$ cat src/rtl/dsp_opmode_sequencer.sv
// Sequencer for one DSP48A1 slice (AREG=BREG=0, MREG=1, PREG=1): streams one MAC job's operands
// and OPMODE words, flushes the slice pipeline and captures P as the job result.
module dsp_opmode_sequencer #(
   parameter int unsigned Dw     = 18,
   parameter int unsigned LenW   = 10,
   parameter int unsigned OpmDly = 1
) (
   input  logic            clk_i,
   input  logic            rst_i,
   input  logic            cmd_valid_i,
   output logic            cmd_ready_o,
   input  logic [LenW-1:0] cmd_len_i,
   input  logic            cmd_preload_i,
   input  logic            cmd_sub_i,
   input  logic            in_valid_i,
   output logic            in_ready_o,
   input  logic [Dw-1:0]   in_a_i,
   input  logic [Dw-1:0]   in_b_i,
   output logic [Dw-1:0]   dsp_a_o,
   output logic [Dw-1:0]   dsp_b_o,
   output logic [7:0]      dsp_opmode_o,
   output logic            dsp_ce_o,
   input  logic [47:0]     p_in_i,
   output logic [47:0]     result_o,
   output logic            result_valid_o,
   input  logic            result_ready_i,
   output logic            busy_o
);

   localparam logic [7:0] OpmFlush = 8'b0000_1000;  // Z=P, X=0: P holds
   localparam int unsigned FlushCntW = $clog2(OpmDly + 2);
   // Flush issues OpmDly+1 words; the count reaching this value is the capture cycle.
   localparam logic [FlushCntW-1:0] FlushLast = FlushCntW'(OpmDly + 1);

   typedef enum logic [1:0] {StIdle, StAccum, StFlush, StDone} state_e;

   state_e state_q, state_d;

   logic [LenW-1:0]      remain_q, remain_d;
   logic                 first_q, first_d;
   logic                 preload_q, preload_d;
   logic                 sub_q, sub_d;
   logic [FlushCntW-1:0] flush_cnt_q, flush_cnt_d;
   logic [Dw-1:0]        dsp_a_q, dsp_a_d;
   logic [Dw-1:0]        dsp_b_q, dsp_b_d;
   logic                 dsp_ce_q;
   logic [7:0]           dsp_opmode_q;
   logic [7:0]           opm_dly_q [OpmDly];
   logic [47:0]          result_q, result_d;

   logic                 accept;
   logic                 issue;     // push one word into the slice at this edge
   logic [7:0]           issue_opm;
   logic                 capture;
   logic [7:0]           word_first;
   logic [7:0]           word_later;

   assign accept     = in_valid_i & in_ready_o;
   assign word_first = {sub_q, 3'b000, (preload_q ? 2'b11 : 2'b00), 2'b01};
   assign word_later = {sub_q, 3'b000, 2'b10, 2'b01};
   assign capture    = (state_q == StFlush) && (flush_cnt_q == FlushLast);

   // FSM state register
   always_ff @(posedge clk_i) begin
      if (rst_i) begin
         state_q <= StIdle;
      end else begin
         state_q <= state_d;
      end
   end

   // FSM next-state logic
   always_comb begin
      state_d = state_q;
      unique case (state_q)
         StIdle:  if (cmd_valid_i) state_d = StAccum;
         StAccum: begin
            // Zero-length jobs leave after their single zero-operand word.
            if ((remain_q == '0) || (accept && (remain_q == LenW'(1)))) state_d = StFlush;
         end
         StFlush: if (capture) state_d = StDone;
         StDone:  if (result_ready_i) state_d = StIdle;
         default: state_d = StIdle;
      endcase
   end

   // FSM outputs
   always_comb begin
      cmd_ready_o    = (state_q == StIdle);
      in_ready_o     = (state_q == StAccum) && (remain_q != '0);
      result_valid_o = (state_q == StDone);
      busy_o         = (state_q != StIdle);
   end

   // Datapath next-state: job registers, operand issue, result capture
   always_comb begin
      remain_d    = remain_q;
      first_d     = first_q;
      preload_d   = preload_q;
      sub_d       = sub_q;
      flush_cnt_d = flush_cnt_q;
      dsp_a_d     = dsp_a_q;
      dsp_b_d     = dsp_b_q;
      result_d    = result_q;
      issue       = 1'b0;
      issue_opm   = OpmFlush;
      unique case (state_q)
         StIdle: begin
            if (cmd_valid_i) begin
               remain_d    = cmd_len_i;
               first_d     = 1'b1;
               preload_d   = cmd_preload_i;
               sub_d       = cmd_sub_i;
               flush_cnt_d = '0;
            end
         end
         StAccum: begin
            if (accept) begin
               issue     = 1'b1;
               issue_opm = first_q ? word_first : word_later;
               dsp_a_d   = in_a_i;
               dsp_b_d   = in_b_i;
               remain_d  = remain_q - LenW'(1);
               first_d   = 1'b0;
            end else if (remain_q == '0) begin
               issue     = 1'b1;
               issue_opm = word_first;
               dsp_a_d   = '0;
               dsp_b_d   = '0;
               first_d   = 1'b0;
            end
         end
         StFlush: begin
            if (capture) begin
               result_d = p_in_i;
            end else begin
               issue       = 1'b1;
               dsp_a_d     = '0;
               dsp_b_d     = '0;
               flush_cnt_d = flush_cnt_q + FlushCntW'(1);
            end
         end
         default: ;
      endcase
   end

   // Datapath registers; the opmode delay line only advances with the slice clock enable
   always_ff @(posedge clk_i) begin
      if (rst_i) begin
         remain_q     <= '0;
         first_q      <= 1'b0;
         preload_q    <= 1'b0;
         sub_q        <= 1'b0;
         flush_cnt_q  <= '0;
         dsp_a_q      <= '0;
         dsp_b_q      <= '0;
         dsp_ce_q     <= 1'b0;
         dsp_opmode_q <= '0;
         result_q     <= '0;
         for (int unsigned i = 0; i < OpmDly; i++) opm_dly_q[i] <= '0;
      end else begin
         remain_q    <= remain_d;
         first_q     <= first_d;
         preload_q   <= preload_d;
         sub_q       <= sub_d;
         flush_cnt_q <= flush_cnt_d;
         dsp_a_q     <= dsp_a_d;
         dsp_b_q     <= dsp_b_d;
         dsp_ce_q    <= issue;
         result_q    <= result_d;
         if (issue) begin
            dsp_opmode_q <= opm_dly_q[OpmDly-1];
            for (int unsigned i = OpmDly - 1; i > 0; i--) opm_dly_q[i] <= opm_dly_q[i-1];
            opm_dly_q[0] <= issue_opm;
         end
      end
   end

   assign dsp_a_o      = dsp_a_q;
   assign dsp_b_o      = dsp_b_q;
   assign dsp_ce_o     = dsp_ce_q;
   assign dsp_opmode_o = dsp_opmode_q;
   assign result_o     = result_q;

endmodule

$ cat config.mk
export PLATFORM = sky130hd
export DESIGN_NAME = dsp_opmode_sequencer
export DESIGN_NICKNAME = d
export VERILOG_FILES = /design/src/rtl/dsp_opmode_sequencer.sv
export SDC_FILE = /design/constraint.sdc
export NUM_CORES = 1
export LEC_CHECK = 0
export BUFFER_PORTS_ARGS = -buffer_cell sky130_fd_sc_hd__clkbuf_2
export CORE_ASPECT_RATIO = 2
export CORE_MARGIN = 10
export CORE_UTILIZATION = 43
export DETAILED_ROUTE_END_ITERATION = 6
export GPL_TIMING_DRIVEN = 0
export HOLD_SLACK_MARGIN = 0.03
export PLACE_DENSITY = 0.74
export SYNTH_ARGS = -nofsm -noshare
export SYNTH_HDL_FRONTEND = slang
export SYNTH_SLANG_ARGS = --single-unit
$ cat constraint.sdc
create_clock -name clk_i -period 3.6 [get_ports clk_i]
set_clock_uncertainty 0.15 [all_clocks]
set_input_delay 0.72 -clock clk_i [delete_from_list [all_inputs] [get_ports clk_i]]
set_output_delay 0.72 -clock clk_i [all_outputs]
set_load 0.005 [all_outputs]
## After elaboration in Yosys (flattened, before gate mapping)

Memory sizes are Yosys's and may differ from the RTL's. A register that Yosys moved wholly into a read port is not among the register bits.
Cells that the tools add are included.

| storage, ports and cells | value |
|---|---|
| bits in writable memories | 8 |
| input port bits | 101 |
| output and inout port bits | 97 |
| flip-flop bits (word level) | 102 |
| memories | 1 |
| logic and storage cells | 82 |

| operators by class | value |
|---|---|
| bitwise operators | 1 |
| equal/unequal tests | 12 |
| add/subtract/negate cells | 2 |
| reduce and logical (&&, ||, !) cells | 19 |
| multiplexer cells | 37 |

Memory list:

| memory | depth | width | read ports | clocked after Yosys merged registers in | write ports | RTL line | source |
|---|---|---|---|---|---|---|---|
| opm_dly_q | 1 | 8 | 1 | 1 | 1 | 48 | `logic [7:0] opm_dly_q [OpmDly];` |

Operator list:

| cell | count |
|---|---|
| 18-bit two-way mux | 4 |
| 18-bit one-hot mux with 2 select lines | 2 |
| 8-bit two-way mux | 4 |
| 10-bit two-way mux | 2 |
| 10-bit one-hot mux with 2 select lines | 1 |
| 2-bit two-way mux | 7 |
| 1-bit two-way mux | 12 |
| 3-bit AND reduction | 4 |
| 10-bit by 1-bit equality test with 1-bit output, second input constant | 1 |
| 10-bit logical NOT | 1 |
| 2-bit != test, second input constant | 5 |
| 10-bit nonzero test | 1 |
| 10-bit by 1-bit subtractor with 10-bit output, second input constant | 1 |
| 2-bit one-hot mux with 4 select lines | 1 |
| 2-bit nonzero test | 4 |
| 8-bit OR reduction | 1 |
| 2-bit equality test, second input constant | 3 |
| 4-bit two-way mux | 1 |
| 1-bit one-hot mux with 2 select lines | 2 |
| 2-bit one-hot mux with 2 select lines | 1 |
| 2-bit AND reduction | 2 |
| 4-bit AND reduction | 1 |
| 1-bit logical AND | 3 |
| 3-bit by 2-bit != test with 1-bit output, second input constant | 1 |
| 6 further kinds | 6 |

## Logic depth before layout (Yosys ltp)

Gate-level depths: netlist (run 1).

| depth | value |
|---|---|
| depth after elaboration | 10 |
| mapped depth | 9 |
| mapped depth without buffers | 6 |

## Least setup slack after synthesis (run 1)

No wires, ideal clock.

| timing path | value |
|---|---|
| path type | reg2reg |
| start | register state_q[0] |
| end | register remain_q[1] |
| arrival time | 1844 ps |
| path slack | 1470 ps |
| cell stages (with the launch flop) | 9 |
| clock period less this slack | 2130 ps |
| path through | dfxtp_1 inv_1 ha_1 clkbuf_1 nor2b_1 or2_2 clkbuf_1 a2111oi_0 a211oi_1 |

RTL lines:

| element | RTL line | source |
|---|---|---|
| start: declaration | 37 | `state_e state_q, state_d;` |
| start signal: assignment | 66 | `state_q <= StIdle;` |
| start signal: assignment | 68 | `state_q <= state_d;` |
| 2-bit logical NOT * | n/a |  |
| net cmd_ready_o | 11 | `output logic cmd_ready_o,` |
| 2-bit != test (no source line) / 2-bit nonzero test (equally long branches) | n/a |  |
| 3-bit AND reduction (no source line) | n/a |  |
| end signal: assignment | 162 | `remain_q <= remain_d;` |
| end: declaration | 39 | `logic [LenW-1:0] remain_q, remain_d;` |

The timed path passes the listed nets; every way through them passes the cells marked *.
A chain may end at the register's enable or synchronous reset.

## Worst setup path after layout (run 1)

| timing path | value |
|---|---|
| start | register remain_q[4] |
| end | output in_ready_o |

| between the ends | value |
|---|---|
| word-level cells in the longest chain between the ends | 2 |

Ends and longest elaborated chain:

| element | RTL line | source |
|---|---|---|
| 10-bit nonzero test | 90 | `in_ready_o = (state_q == StAccum) && (remain_q != '0);` |
| 1-bit logical AND | 90 |  |
| end: declaration | 16 | `output logic in_ready_o,` |

No other way between the ends.

==> flow_results.org, run 1 <==
** Drt
- After detailed routing, the number of vias per cell comes to 5.21.
- In this run, the number of DRC markers left after iteration 0 of detailed routing was 181.
- The routed design has 14000 um of wire.
- After detailed routing, the average wire length per cell comes to 16.8 um.
- Residual DRC count :: 0
- The count of nets left with antenna violations once routing finished came out at 0.
- Via count :: ~4300
- For this run, the detailed router's first-pass iteration total came to 4.

** Synth
- Mean area per synthesized cell :: 8.99 sq um
- Of all flip-flops after synthesis, the portion carrying an async set or reset was 0.
- Area fraction of the dominant cell type after synthesis :: 0.485
- Netlist cell types :: 54
- The synthesized netlist occupies a cell area of 4380 sq um.
- Sequential-to-total area share from yosys stat :: 0.512
- In the synthesized netlist, the cells that appear most often are 109 x sky130_fd_sc_hd__nand2_1, 106 x sky130_fd_sc_hd__dfxtp_1, 61 x sky130_fd_sc_hd__a21oi_1.
- Number of storage elements in the synthesis netlist :: 110
- Synth warn :: 0
- Yosys attributes the largest share of cell area to sky130_fd_sc_hd__dfxtp_1 48%, sky130_fd_sc_hd__nand2_1 9.3%, sky130_fd_sc_hd__a22o_1 7.4%, sky130_fd_sc_hd__a21oi_1 7.0%, sky130_fd_sc_hd__edfxtp_1 2.7%.
- Most numerous cell in the Yosys netlist :: sky130_fd_sc_hd__nand2_1
- Post-synthesis cell count :: 487
- The most used flip-flop cell after synthesis is sky130_fd_sc_hd__dfxtp_1.
- Number of flops mapped to enable cells by yosys :: 4
- The largest total area in the synthesized netlist belongs to sky130_fd_sc_hd__dfxtp_1.

** Setup path
- The setup path with the least slack is of type reg -> out.
- For the worst setup path, the data arrival time is 2.09 ns.
- Along the worst path, the maximum fanout reaches 7.
- Worst Setup Start Kind :: register
- Req. time, crit path :: 2.73 ns
- Endpoint type of the worst setup path :: output pin

** STA
- For the pin with the worst max-slew slack, the measured transition is 1.08 ns.
- Across all setup checks in the final design, the least slack found is 0.644 ns.
- Setup violations remaining at the end of the flow were counted as 0.
- Final Hold Vio Count :: 0
- Headroom to the max-slew limit came out at 0.275.
- In the final timing run, aggregate negative setup slack is 0 ns.
- Setup repair after global routing left no endpoint under its margin.
- Min Tclk post-route :: 2.96 ns
- Peak Freq :: 338 MHz
- Final Max Slew Viols :: 0
- Dividing the final minimum period by the clock period gives 0.821.

** Clock tree
- The clock passes through at most 2 buffers.
- CTS placed an instance of sky130_fd_sc_hd__clkbuf_16 at the clock tree root.
- In this run the post-CTS setup repair buffer count came out at 0.
- # H-tree levels :: 3
- In this run, post-CTS hold repair placed 0 buffers.
- TritonCTS built the clock tree.
- CTS Buf Count :: 9
- Clock latency at the later pin of the worst-skew pair :: 0.34 ns
- Clock slew at reported path FFs :: 0.08 ns
- Clock tree synthesis found a total of 110 sinks.
- Once the clock tree was built, the resizer swapped 0 gates to a different size.

** Floorplan
- Effective utilization at floorplan :: 0.437
- Chip Width :: 91.4 um
- Row Count :: 52
- Total Die Area :: between 10000 and 15000 sq um
- The core region is 10000 sq um.
- Vertical die dimension :: between 150 and 200 um
- between 150 and 200 I/O pins were placed.

** Cells and area
- At the end of the flow, the number of nets in the layout was 802.
- Relative to the synthesized area, the layout overhead comes to 33.2%.
- Ratio of cells with drive above 1 in the final layout :: 0.327
- Number of diodes added for antenna fixing :: 0

** Power and ir drop
- VDD sags by at most 0.328 mV.
- Power density over the cells :: 683 nW/um^2
- Standby leakage power :: 2.56 nW

** GRT
- Global-route wire length before repair :: 22100 um
- In the global route stage, overall resource usage came out at 0.181.
- Entering global routing, the biggest net connects 20 pins.
- Summed over all layers, the global routing overflow is 0.
- Number of antenna violations at the first check in global routing :: 0
- Vias in the first global route :: 4522

** Placed design
- Setup WS pre-CTS :: 0.938 ns
- The HPWL after detailed placement is 11500 um.
- RePlAce Congestion :: 0.908
- Buffers placed on the I/O ports in this run total about 190.

** Min path
- Hold Crit Class :: reg -> reg

** Outcome
- The flow ran to the end, and the final reports show no timing, DRC or antenna violations.

** Run
- Count of maximum capacitance violations :: 0
-- power breakdown --
| part | internal (mW) | switching, mW | leakage, nW | total [mW] |
|---|---|---|---|---|
| logic | 0.554 | 0.890 | 1.51 | 1.44 |
| registers | 1.39 | 0.124 | 0.900 | 1.51 |
| clock network | 0.571 | 0.456 | 0.156 | 1.03 |
| total | 2.52 | 1.47 | 2.56 | 3.99 |
-- logic make-up (layout without fill, tap and decap cells) --
| group | count (synthesis) | after routing | synth area share |
|---|---|---|---|
| flops | 110 | 110 | 0.512 |
| buf+inv | 51 | 259 | 0.0543 |
| mux | 4 | 4 | 0.00943 |
| simple gates | 172 | 172 | 0.180 |
| compound gates | 141 | 141 | 0.220 |
| fa+ha+maj | 8 | 8 | 0.0229 |
| other cells | 1 | 4 | 0.000857 |
-- worst paths after layout --
kind / slack [ns] / to / depth (start not counted) / from
setup / recovery: 0.64 / in_ready_o / 3 / remain_q[4]
hold / removal: 0.30 / result_o[27] / 2 / result_o[27]
setup reg to reg: 0.97 / result_o[14] / 9 / state_q[0]
hold reg to reg: 0.30 / result_o[27] / 2 / result_o[27]
-- flip-flops by register name (all words and copies together), names as in the netlist --
| name | cells |
|---|---|
| dsp_a_o | 18 |
| first_q | 1 |
| dsp_b_o | 18 |
| dsp_opmode_o | 4 |
| remain_q | 10 |
| flush_cnt_q | 2 |
| result_o | 48 |
| dsp_ce_o | 1 |
| opm_dly_q | 4 |
| preload_q | 1 |
| state_q | 2 |
| sub_q | 1 |
-- per-stage QoR --
stage                     hold WS, ns  total power [mW]  area (sq um)  utilization  cells
final                           0.303              3.99          5830        0.582    833
after global routing            0.321              4.23          5830        0.582    833
after CTS                       0.307              4.01          5830        0.582    833
after detailed placement        0.297              2.98          5520        0.551    817
after global placement          0.293              2.93          5520        0.551    817
after floorplan                 0.282              2.50          4390            -    490
-- metal layers --
metal  vias to the layer above  wire length, um  global-route usage
li1                       2124                -                   -
met3                        44              915              0.0536
met5                         -                0                   0
met4                         0              658               0.110
met1                      1984             5050               0.174
met2                       184             7390               0.331
-- layout by cell type, fill, tap and decap left out, types with 5 or more instances in the layout --
cell type / instances
sky130_fd_sc_hd__nor2_1: 15
sky130_fd_sc_hd__a22o_1: 37
sky130_fd_sc_hd__a21oi_1: 61
sky130_fd_sc_hd__dfxtp_1: 106
sky130_fd_sc_hd__nand2_1: 109
sky130_fd_sc_hd__ha_1: 8
sky130_fd_sc_hd__clkbuf_16: 9
sky130_fd_sc_hd__nor3_1: 8
sky130_fd_sc_hd__buf_4: 5
sky130_fd_sc_hd__inv_1: 14
sky130_fd_sc_hd__o21ai_0: 10
sky130_fd_sc_hd__clkbuf_2: 193
sky130_fd_sc_hd__clkbuf_1: 21
sky130_fd_sc_hd__nand3_1: 9
-- area by class of cell --
cell class                 instances  area [sq um]
inverter                          14          52.6
fill                             966          4190
buffer                            37           185
sequential                       110          2240
multi-input combinational        329          1910
tap                              135           169
clock buffer                      10           239
timing repair buffer             192           961
clock inverter                     6          73.8
-- worst max-delay path, stage by stage (launching register included) --
cell and delay, ns:
sky130_fd_sc_hd__dfxtp_1 0.38, sky130_fd_sc_hd__nor4_1 0.89, sky130_fd_sc_hd__a31oi_1 0.26, sky130_fd_sc_hd__clkbuf_2 0.21
No activity file was read; power rests on OpenSTA's default activity.
==> run 2, diff against run 1 <==
Clock period 3.6 ns to 3.1 ns, I/O delays scaled along.
==> flow_results.org, run 2 (synthesis gave the netlist of run 1 again) <==
** Drt
- Via count :: 4355 (+0.44%)
- The post-route antenna net violation count came to 0 (unchanged).
- Routed vias/inst :: 5.23 (+0.44%)
- The routed length per placed instance was 16.9 um (+0.38%).
- The DRC marker count from the first detailed-route iteration is 187 (+3.3%).
- WL final :: 14100 um (+0.38%)
- Residual DRC count :: 0 (unchanged)
- Iteration count of the initial detailed-routing pass :: 4 (unchanged)

** Min path
- Worst hold path startpoint :: result_o[27]
- Hold Crit Class :: reg -> reg

** Setup path
- Grouping stages by cell kind, the critical path spends the most delay in simple AND/OR/NAND/NOR gates.
- The critical path is of the reg -> out type.
- Crit path buf inv count :: 1 (unchanged)
- Maximum cell stage delay along the critical path :: 0.91 ns (+0.02 ns)
- Endpoint type of the worst setup path :: output pin
- CP arrival :: 2.11 ns (+0.02 ns)
- Worst Setup Start Kind :: register
- Slowest cell on the critical path :: sky130_fd_sc_hd__nor4_1
- The endpoint required time on the critical path was 2.33 ns (-0.40 ns).
- Walking the worst path, the cells encountered are nor4_1 > a31oi_1 > clkbuf_2.
- Max Fanout on Critical Path :: 7 (unchanged)
- In this run the critical register-to-register path is launched from state_q[0].
- Start point of the critical path :: remain_q[4]

** STA
- Min Tclk post-route :: around 2.9 ns
- Setup_tns :: 0 ns (unchanged)
- Final Cycle Share :: 0.929
- Final setup violating endpoints :: 0 (unchanged)
- Setup repair after global routing left no endpoint under its margin.
- Headroom to the max-slew limit :: 0.255 (-0.0200)
- The number of pins with negative max-slew slack in the final report came to 0 (unchanged).
- Peak Freq :: 347 MHz
- Final Hold Vio Count :: 0 (unchanged)
- Slew at the pin closest to its max-slew limit :: 1.11 ns (+0.0298 ns)

** Cells and area
- Ratio of cells with drive above 1 in the final layout :: 0.327 (unchanged)
- The total inserted antenna cells came to 0 (unchanged).
- Net total in the final layout :: 802 (unchanged)
- Final design instance area without fill :: 5830 sq um (unchanged)
- The core occupancy in the finished layout was 0.582 (unchanged).
- The top cell types in the final layout, fill and taps aside, are 193 x sky130_fd_sc_hd__clkbuf_2, 109 x sky130_fd_sc_hd__nand2_1, 106 x sky130_fd_sc_hd__dfxtp_1, 61 x sky130_fd_sc_hd__a21oi_1, 37 x sky130_fd_sc_hd__a22o_1.
- Max reg flops :: 48 (unchanged)
- The growth of design area from synthesis to finish came to 33.2% (unchanged).
- Most common cell after layout, fill and taps aside :: sky130_fd_sc_hd__clkbuf_2

** Clock tree
- Post-CTS repair timing setup buffer count :: 0 (unchanged)
- # H-tree levels :: 3 (unchanged)
- The number of hold-repair buffers added at the cts stage came to 0 (unchanged).
- CTS resizes :: 0 (unchanged)
- The clock latency at the later pin of the worst-skew pair is 0.34 ns (about the same).
- The number of buffers added by the clock tree synthesis step came to 9 (unchanged).
- The sink count of the clock tree is 110 (unchanged).
- The root buffer cell chosen for the clock tree is sky130_fd_sc_hd__clkbuf_16.
- TritonCTS built the clock tree.
- The clock slew seen by the registers of the worst setup and hold paths was 0.08 ns (about the same).
- Maximum buffer depth of the clock tree :: 2 (unchanged)

** GRT
- GRT Total Usage :: 0.181 (about the same)
- The initial antenna violation count came to 0 (unchanged).
- The global route total overflow is 0 (unchanged).
- Maximum number of pins on one net before global-route repair :: 20 (unchanged)
- Global-route wire length before repair :: 22000 um (about the same)
- Vias in the first global route :: 4525 (+0.066%)

** Power and ir drop
- The reported leakage power is 2.56 nW (unchanged).
- Part of the power in registers :: 0.380 (about the same)
- The power per standard cell area was 795 nW/um^2 (+16%).
- The design internal power came to 2.92 mW (+16%).
- Power spent charging and discharging nets :: 1.72 mW (+17%)
- Switching share of power :: 0.370 (+0.00114)
- The peak ir drop on the vdd network is 0.379 mV (+16%).
- The combinational share of power is 0.363 (about the same).
- The clock share of power is 0.257 (about the same).

** Run
- Count of maximum capacitance violations :: 0 (unchanged)

** Floorplan
- Vertical die dimension :: 163 um (unchanged)
- Effective utilization at floorplan :: 0.437 (unchanged)
- Core Footprint :: 10000 sq um (unchanged)
- Total I/O pin count :: 198 (unchanged)
- The width of the die is 91.4 um (unchanged).
- The number of rows created at floorplan came to 52 (unchanged).
- Total Die Area :: 14900 sq um (unchanged)

** Placed design
- Count of input and output buffers :: 192 (unchanged)
- Final HPWL DP :: 11500 um (unchanged)
- Placed cell area :: 5520 sq um (unchanged)
- RePlAce Congestion :: 0.908 (unchanged)

** Outcome
- The run finished with clean final reports.
==> run 2: cell counts in the layout (fill, tap and decap cells not counted) <==
Identical to the previous run, type by type.
==> run 2: layout make-up <==
class	instances	area, sq um
buffer	37	185
clock buffer	10	239
clock inverter	6	73.8
fill	966	4190
inverter	14	52.6
multi-input combinational	329	1910
sequential	110	2240
tap	135	169
timing repair buffer	192	961
==> run 2: path summary, 6_finish.rpt <==
check	end	slack, ns	depth (start not counted)
worst min-delay path	result_o[27]	0.30	2
worst max-delay path	in_ready_o	0.22	3
worst max register to register	result_o[14]	0.47	9
worst min register to register	result_o[27]	0.30	2
==> run 2: worst min-delay path: cells and delay by family (launching register included) <==
kind             cells  cell delay (ns)
AO/OA/AOI/OAI        1             0.05
flip-flops           1             0.31
AND/OR/NAND/NOR      1             0.05
==> run 2: metal layers <==
| metal | vias to the layer above | wire length, um | track usage |
|---|---|---|---|
| met2 | 203 | 7410 | 0.332 |
| li1 | 2120 | - | - |
| met3 | 47 | 986 | 0.0522 |
| met5 | - | 0 | 0 |
| met1 | 1985 | 5000 | 0.174 |
| met4 | 0 | 673 | 0.107 |
==> run 2: power groups by stage <==
stage | sequential, mW | combinational, mW | clock, mW
2_1_floorplan | 1.76 | 1.14 | 0
3_3_place_gp | 1.77 | 1.62 | 0
3_5_place_dp | 1.79 | 1.67 | 0
4_1_cts | 1.76 | 1.68 | 1.22
5_1_grt | 1.78 | 1.85 | 1.28
6_report | 1.76 | 1.69 | 1.19
==> run 2: metrics by stage <==
step | hold WS, ns | std cells | power [mW] | setup WS, ns
2_1_floorplan | 0.282 | 490 | 2.90 | 0.970
3_3_place_gp | 0.293 | 817 | 3.40 | 0.565
3_5_place_dp | 0.297 | 817 | 3.46 | 0.438
4_1_cts | 0.307 | 833 | 4.65 | 0.252
5_1_grt | 0.321 | 833 | 4.91 | 0.0608
6_report | 0.303 | 833 | 4.64 | 0.219
